<file path="src/rtl/case_decode_pipe.sv">
// Selector-to-one-hot decoder behind a two-entry (main + skid) valid/ready pipeline stage.
// Optional saturating miss counter is built when CASE_DECODE_MISS_CNT_EN is defined.
module case_decode_pipe #(
    parameter int unsigned SEL_W   = 3,
    parameter int unsigned NUM_OUT = 6,
    parameter int unsigned DATA_W  = 8,
    parameter int unsigned CNT_W   = 16
) (
    input  logic               clk,
    input  logic               rst,
    input  logic               in_valid,
    output logic               in_ready,
    input  logic [SEL_W-1:0]   in_sel,
    input  logic [DATA_W-1:0]  in_data,
    output logic               out_valid,
    input  logic               out_ready,
    output logic [NUM_OUT-1:0] out_onehot,
    output logic [DATA_W-1:0]  out_data,
    output logic               out_miss
`ifdef CASE_DECODE_MISS_CNT_EN
    ,
    output logic [CNT_W-1:0]   miss_count
`endif
);

    if (NUM_OUT < 1 || NUM_OUT > (1 << SEL_W) || CNT_W < 1) begin : g_param_err
        $error("case_decode_pipe: illegal parameter combination");
    end

    typedef enum logic [1:0] {StEmpty, StOne, StTwo} state_e;

    state_e state_q, state_d;

    logic [NUM_OUT-1:0] in_onehot;
    logic               in_miss;
    logic               in_xfer;
    logic               out_xfer;

    logic [NUM_OUT-1:0] main_onehot_q, main_onehot_d;
    logic [DATA_W-1:0]  main_data_q, main_data_d;
    logic               main_miss_q, main_miss_d;
    logic [NUM_OUT-1:0] skid_onehot_q, skid_onehot_d;
    logic [DATA_W-1:0]  skid_data_q, skid_data_d;
    logic               skid_miss_q, skid_miss_d;

    // Decode at the input so stored entries already hold the final one-hot form.
    always_comb begin
        in_onehot = '0;
        in_miss   = 1'b1;
        for (int unsigned k = 0; k < NUM_OUT; k++) begin
            if (in_sel == SEL_W'(k)) begin
                in_onehot[k] = 1'b1;
                in_miss      = 1'b0;
            end
        end
    end

    assign in_ready  = (state_q != StTwo);
    assign out_valid = (state_q != StEmpty);
    assign in_xfer   = in_valid && in_ready;
    assign out_xfer  = out_valid && out_ready;

    always_comb begin
        state_d       = state_q;
        main_onehot_d = main_onehot_q;
        main_data_d   = main_data_q;
        main_miss_d   = main_miss_q;
        skid_onehot_d = skid_onehot_q;
        skid_data_d   = skid_data_q;
        skid_miss_d   = skid_miss_q;
        unique case (state_q)
            StEmpty: begin
                if (in_xfer) begin
                    state_d       = StOne;
                    main_onehot_d = in_onehot;
                    main_data_d   = in_data;
                    main_miss_d   = in_miss;
                end
            end
            StOne: begin
                if (in_xfer && !out_xfer) begin
                    state_d       = StTwo;
                    skid_onehot_d = in_onehot;
                    skid_data_d   = in_data;
                    skid_miss_d   = in_miss;
                end else if (in_xfer && out_xfer) begin
                    main_onehot_d = in_onehot;
                    main_data_d   = in_data;
                    main_miss_d   = in_miss;
                end else if (out_xfer) begin
                    state_d = StEmpty;
                end
            end
            StTwo: begin
                // in_ready is low here, so only the skid-to-main shift can happen.
                if (out_xfer) begin
                    state_d       = StOne;
                    main_onehot_d = skid_onehot_q;
                    main_data_d   = skid_data_q;
                    main_miss_d   = skid_miss_q;
                end
            end
            default: begin
                state_d = StEmpty;
            end
        endcase
    end

    always_ff @(posedge clk or posedge rst) begin
        if (rst) begin
            state_q       <= StEmpty;
            main_onehot_q <= '0;
            main_data_q   <= '0;
            main_miss_q   <= 1'b0;
            skid_onehot_q <= '0;
            skid_data_q   <= '0;
            skid_miss_q   <= 1'b0;
        end else begin
            state_q       <= state_d;
            main_onehot_q <= main_onehot_d;
            main_data_q   <= main_data_d;
            main_miss_q   <= main_miss_d;
            skid_onehot_q <= skid_onehot_d;
            skid_data_q   <= skid_data_d;
            skid_miss_q   <= skid_miss_d;
        end
    end

    // Gate with out_valid so an empty stage always presents zeros.
    assign out_onehot = out_valid ? main_onehot_q : '0;
    assign out_data   = out_valid ? main_data_q : '0;
    assign out_miss   = out_valid && main_miss_q;

`ifdef CASE_DECODE_MISS_CNT_EN
    logic [CNT_W-1:0] miss_cnt_q;

    always_ff @(posedge clk or posedge rst) begin
        if (rst) begin
            miss_cnt_q <= '0;
        end else if (in_xfer && in_miss && (miss_cnt_q != {CNT_W{1'b1}})) begin
            miss_cnt_q <= miss_cnt_q + CNT_W'(1);
        end
    end

    assign miss_count = miss_cnt_q;
`else
    // No counter: misses are only reported per item through out_miss.
`endif

endmodule

</file>
<file path="config.mk">
export PLATFORM = sky130hd
export DESIGN_NAME = case_decode_pipe
export DESIGN_NICKNAME = d
export VERILOG_FILES = /design/src/rtl/case_decode_pipe.sv
export SDC_FILE = /design/constraint.sdc
export NUM_CORES = 1
export LEC_CHECK = 0
export ABC_AREA = 0
export CAP_MARGIN = 10
export CELL_PAD_IN_SITES_DETAIL_PLACEMENT = 0
export CELL_PAD_IN_SITES_GLOBAL_PLACEMENT = 2
export CORE_UTILIZATION = 37
export CTS_BUF_LIST = sky130_fd_sc_hd__clkbuf_2
export CTS_CLUSTER_SIZE = 30
export DETAILED_ROUTE_END_ITERATION = 16
export PLACE_DENSITY_LB_ADDON = 0.1
export SLEW_MARGIN = 20
export SYNTH_ARGS = -nofsm -noshare
export SYNTH_HDL_FRONTEND = slang
export SYNTH_SLANG_ARGS = --single-unit
</file>
<file path="constraint.sdc">
create_clock -name clk -period 3.9 [get_ports clk]
set_input_delay 0.78 -clock clk [delete_from_list [all_inputs] [get_ports clk]]
set_output_delay 0.78 -clock clk [all_outputs]
set_load 0.005 [all_outputs]
</file>
### Word-level counts from Yosys, hierarchy flattened

Index checks and enable logic that the tools add are counted.

* add/subtract/negate cells: 0
* $mul: 0
* divide/modulo/power cells: 0
* magnitude comparators: 0
* equality and inequality tests: 14
* shift-type cells: 0
* mux-type cells: 35
* bitwise logic cells: 0
* reductions and logical operators: 13

Operator list (number)
* $mux W8: 5
* $mux W6: 5
* $pmux W8 S3: 1
* $pmux W6 S3: 1
* $mux W1: 16
* $mux W2: 5
* $ne A2 B2 Y1 const B: 5
* $eq A3 B2 Y1 const B: 2
* $eq A3 B3 Y1 const B: 2
* $ne A3 B3 Y1 const B: 2
* $pmux W2 S3: 1
* $logic_and A1 B1 Y1: 5
* $reduce_and A5 Y1: 1
* $reduce_and A4 Y1: 1
* $eq A3 B1 Y1 const B: 1
* $logic_not A3 Y1: 1
* $pmux W1 S3: 1
* $reduce_bool A3 Y1: 1
* $eq A2 B1 Y1 const B: 1
* $eq A2 B2 Y1 const B: 1
* $logic_not A2 Y1: 1
* $reduce_and A2 Y1: 1
* $reduce_bool A2 Y1: 1
* $logic_not A1 Y1: 1

* register bits: 32
* bits in latches: 0
* memory bits (writable): 0
* memory bits (read-only): 0
* input port bits: 15
* word-level logic and storage cells: 69
* memories kept: 0

### Depth between registers and ports, before layout

* word-level depth: 10
* gate-level depth with buffers: 6

### Least setup slack after synthesis

Ideal clock, no wire load.

* path type: register -> output
* from: register state_q[1]
* to: output out_data[0]
* arrival: 1.152 ns
* data required time: 3.120 ns
* slack: 1.968 ns
* stages on the path, launching flop included: 5
* buffers on the path: 2
* cell sequence: dfrtp_1 -> buf_2 -> nor2_1 -> clkbuf_1 -> nor2b_1

* word-level cells in the longest chain between the ends: 2

Ends and longest elaborated chain
* from (decl): line 32 `state_e state_q, state_d;`
* from (signal assigned): line 111 `state_q <= StEmpty;`
* from (signal assigned): line 119 `state_q <= state_d;`
* $reduce_bool A2 Y1: line 59 `assign out_valid = (state_q != StEmpty);`
* $mux W8: line 131 `assign out_data = out_valid ? main_data_q : '0;`
* to (decl): line 18 `output logic [DATA_W-1:0] out_data,`

Every way passes these cells.

### Worst setup path after layout

* from: register state_q[0]
* to: output in_ready

* word-level cells in the longest chain between the ends: 1

Ends and longest elaborated chain
* $ne A2 B2 Y1: line 58 `assign in_ready = (state_q != StTwo);`
* to (decl): line 12 `output logic in_ready,`

Every way passes these cells.

==> flow_metrics.tcl <==
set metrics [dict create \
    grt_pass1_wl_um 4930 \
    cts_hold_buf 0 \
    worst_setup_path_end_kind "output port" \
    hold_slack_ps 505 \
    synthCells 135 \
    synthTopCellsByArea "dfrtp_1 50%, mux2_2 22%, nor2b_1 6.6%" \
    wire_per_inst_um 13.5 \
    io_pins 32 \
    synth_largest_area_cell "dfrtp_1" \
    ir_worst_vdd_mv 0.256 \
    yosysTopAreaCellShare_pct 49.7 \
    placed_area_um2 1960 \
    rr_startpoint "state_q[1]" \
    fin_crit_ps 2580 \
    hold_depth 2 \
    cts_root_buffer "clkbuf_2" \
    drc 0 \
    cts_buffers 5 \
    dr.pass1.iters 3 \
    initial_utilization_pct 39.4 \
    synth-edff-count 0 \
    clock_latency_ps 350 \
    worstSetupPathType "flop to output port" \
    routed_wl_um 2960 \
    p_int_mw 0.734 \
    final_cells 219 \
    dp_slack_ps 1210 \
    nets 183 \
    outcome "finished clean" \
    synth_nets 150 \
    gp_congestion 0.696 \
    antenna_found_initial 0 \
    maxSlewHeadroom_pct 44.6 \
    combPwrFrac_pct 31.0 \
    die_area_um2 4620 \
    core_area_um2 4090 \
    cp_max_fo 17 \
    final-hold-violation-count 0 \
    leakagePower_nw 0.908 \
    grt-ovfl-total 0 \
    area_growth_pct 25.9 \
    finalClockSkew_ps 11.8 \
    clock_sinks 32 \
    grtUsageTotal_pct 14.7 \
    clock_path_buffers 2 \
    fin_tns_setup_ps 0 \
    cts_max_level 2 \
    clkTransAtPathRegs_ps 160 \
    fillers 385 \
    whs_endpoint "skid_onehot_q[3]" \
    rsz0062_at_grt "false" \
    yosysUniqueCellTypes 23 \
    setup-violations-final 0 \
    p_switching_mw 0.265 \
    drv_slew 0 \
    synth_seq_cells 32 \
    vias 1059 \
    dp.final_hpwl_um 2030 \
    power.density_nw_per_um2 493 \
    yosysSeqAreaShare_pct 49.7 \
    ff2ff_setup_slack_ps 2030 \
    yosysWarnings 0 \
    diodes 0 \
    die_w_um 68.0 \
    drt_iter0_drc 43 \
    avgViaCountPerCell 4.84 \
    switching_share_pct 26.5 \
    cap_violations 0 \
    rr_endpoint "main_onehot_q[4]" \
    ys.flop_type "dfrtp_1" \
    die_h_um 68.0 \
    finalCritPeriodShare_pct 66.1 \
    dp_cells 211 \
    postCtsSetupBuffers 0 \
    worstHoldStart "skid_onehot_q[3]" \
    tightest_slew_ps 831 \
    min-delay-path-class "flop to flop" \
    grt_max_degree 33 \
    finish.utilization_pct 49.6 \
    cp_data_required_time_ps 3120 \
    critPathLaunchType "flop" \
    cts_tree "yes" \
    syn_area_per_cell_um2 11.9 \
    synthTopCellsByCount "32 x dfrtp_1, 32 x mux2_2, 17 x nor2b_1, 9 x nand2_1" \
    port_buffers 31 \
    grt_pass1_vias 1052 \
    rows 23 \
    sequentialPowerShare_pct 47.0 \
    timing.final.ws_setup_ps 1320 \
    total_power_mw 1.00 \
    syn-cell-area_um2 1610 \
    ant_nets 0 \
    drive_above_1_share_pct 29.6 \
    post_cts_resize_count 0 \
    power_frac_clock_pct 22.0 \
    reg2reg_depth 3 \
    max_freq_mhz 388 \
    async_reset_ff_share_pct 100 \
    crit_arrival_ps 1800 \
    design_area_um2 2030 \
]
[flip-flops by register name, summed over array words and instances (netlist names)]
signal	count
main_data_q	8
skid_data_q	8
main_onehot_q	6
skid_onehot_q	6
state_q	2
main_miss_q	1
skid_miss_q	1
[how the worst max path moves through the flow]
stage               startpoint           to  slack, ps  depth (start not counted)
floorplan           state_q[1]  out_data[0]       1970                          4
global placement     out_ready  main_miss_q       1270                          4
detailed placement   out_ready  main_miss_q       1210                          4
CTS                 state_q[0]     in_ready       1270                          3
global route        state_q[1]  out_data[2]       1160                          4
finish              state_q[0]     in_ready       1320                          3
[routing by layer]
layer  vias up  wire length (um)  GRT usage, %
li1        528                 -             -
met1       506              1370          18.2
met2        23              1450          24.8
met3         2               120          4.50
met4         0                14          3.91
met5         -                 0             0
[critical path: stages (launching register included)]
cell and delay, ps:
dfrtp_1 500, nand2b_1 140, buf_4 260, clkdlybuf4s50_1 550
[layout make-up]
cell class,instances,area (um^2),share of cell area (%)
inverter,5,18.8,0.925
multi-input combinational,89,741,36.5
tap,50,62.6,3.08
sequential,32,801,39.5
clock buffer,6,30.0,1.48
timing repair buffer,35,340,16.8
clock inverter,2,35.0,1.73
[power groups by stage]
stage               clock network, mW  registers [mW]  logic (mW)
finish                          0.220           0.470       0.310
global route                    0.246           0.482       0.345
CTS                             0.230           0.471       0.318
detailed placement                  0           0.479       0.317
global placement                    0           0.475       0.310
floorplan                           0           0.461       0.198
[cells by family (layout without fill, tap and decap cells)]
kind of cell,Yosys count,count (layout),synth area share (%)
mux,39,39,27.6
simple gates,39,39,14.1
flops,32,32,49.7
buf+inv,14,48,4.35
compound gates,11,11,4.19
[cells in the final DEF (no fill, tap or decap)]
cell             instances
nor3b_1                  1
nand2_1                  9
nor2b_1                 17
nor2_1                   3
inv_1                    5
nand2b_1                 2
nand3b_1                 3
mux2i_1                  4
bufinv_16                1
a21oi_1                  2
and3b_1                  2
buf_4                    4
mux2_4                   3
dfrtp_1                 32
o22ai_1                  1
a31o_2                   2
clkinv_2                 1
nand4bb_1                1
o21ai_2                  1
nor3_1                   1
o21ai_0                  5
clkdlybuf4s50_1         31
clkbuf_2                 6
mux2_2                  32
No activity file was read; power rests on OpenSTA's default activity.
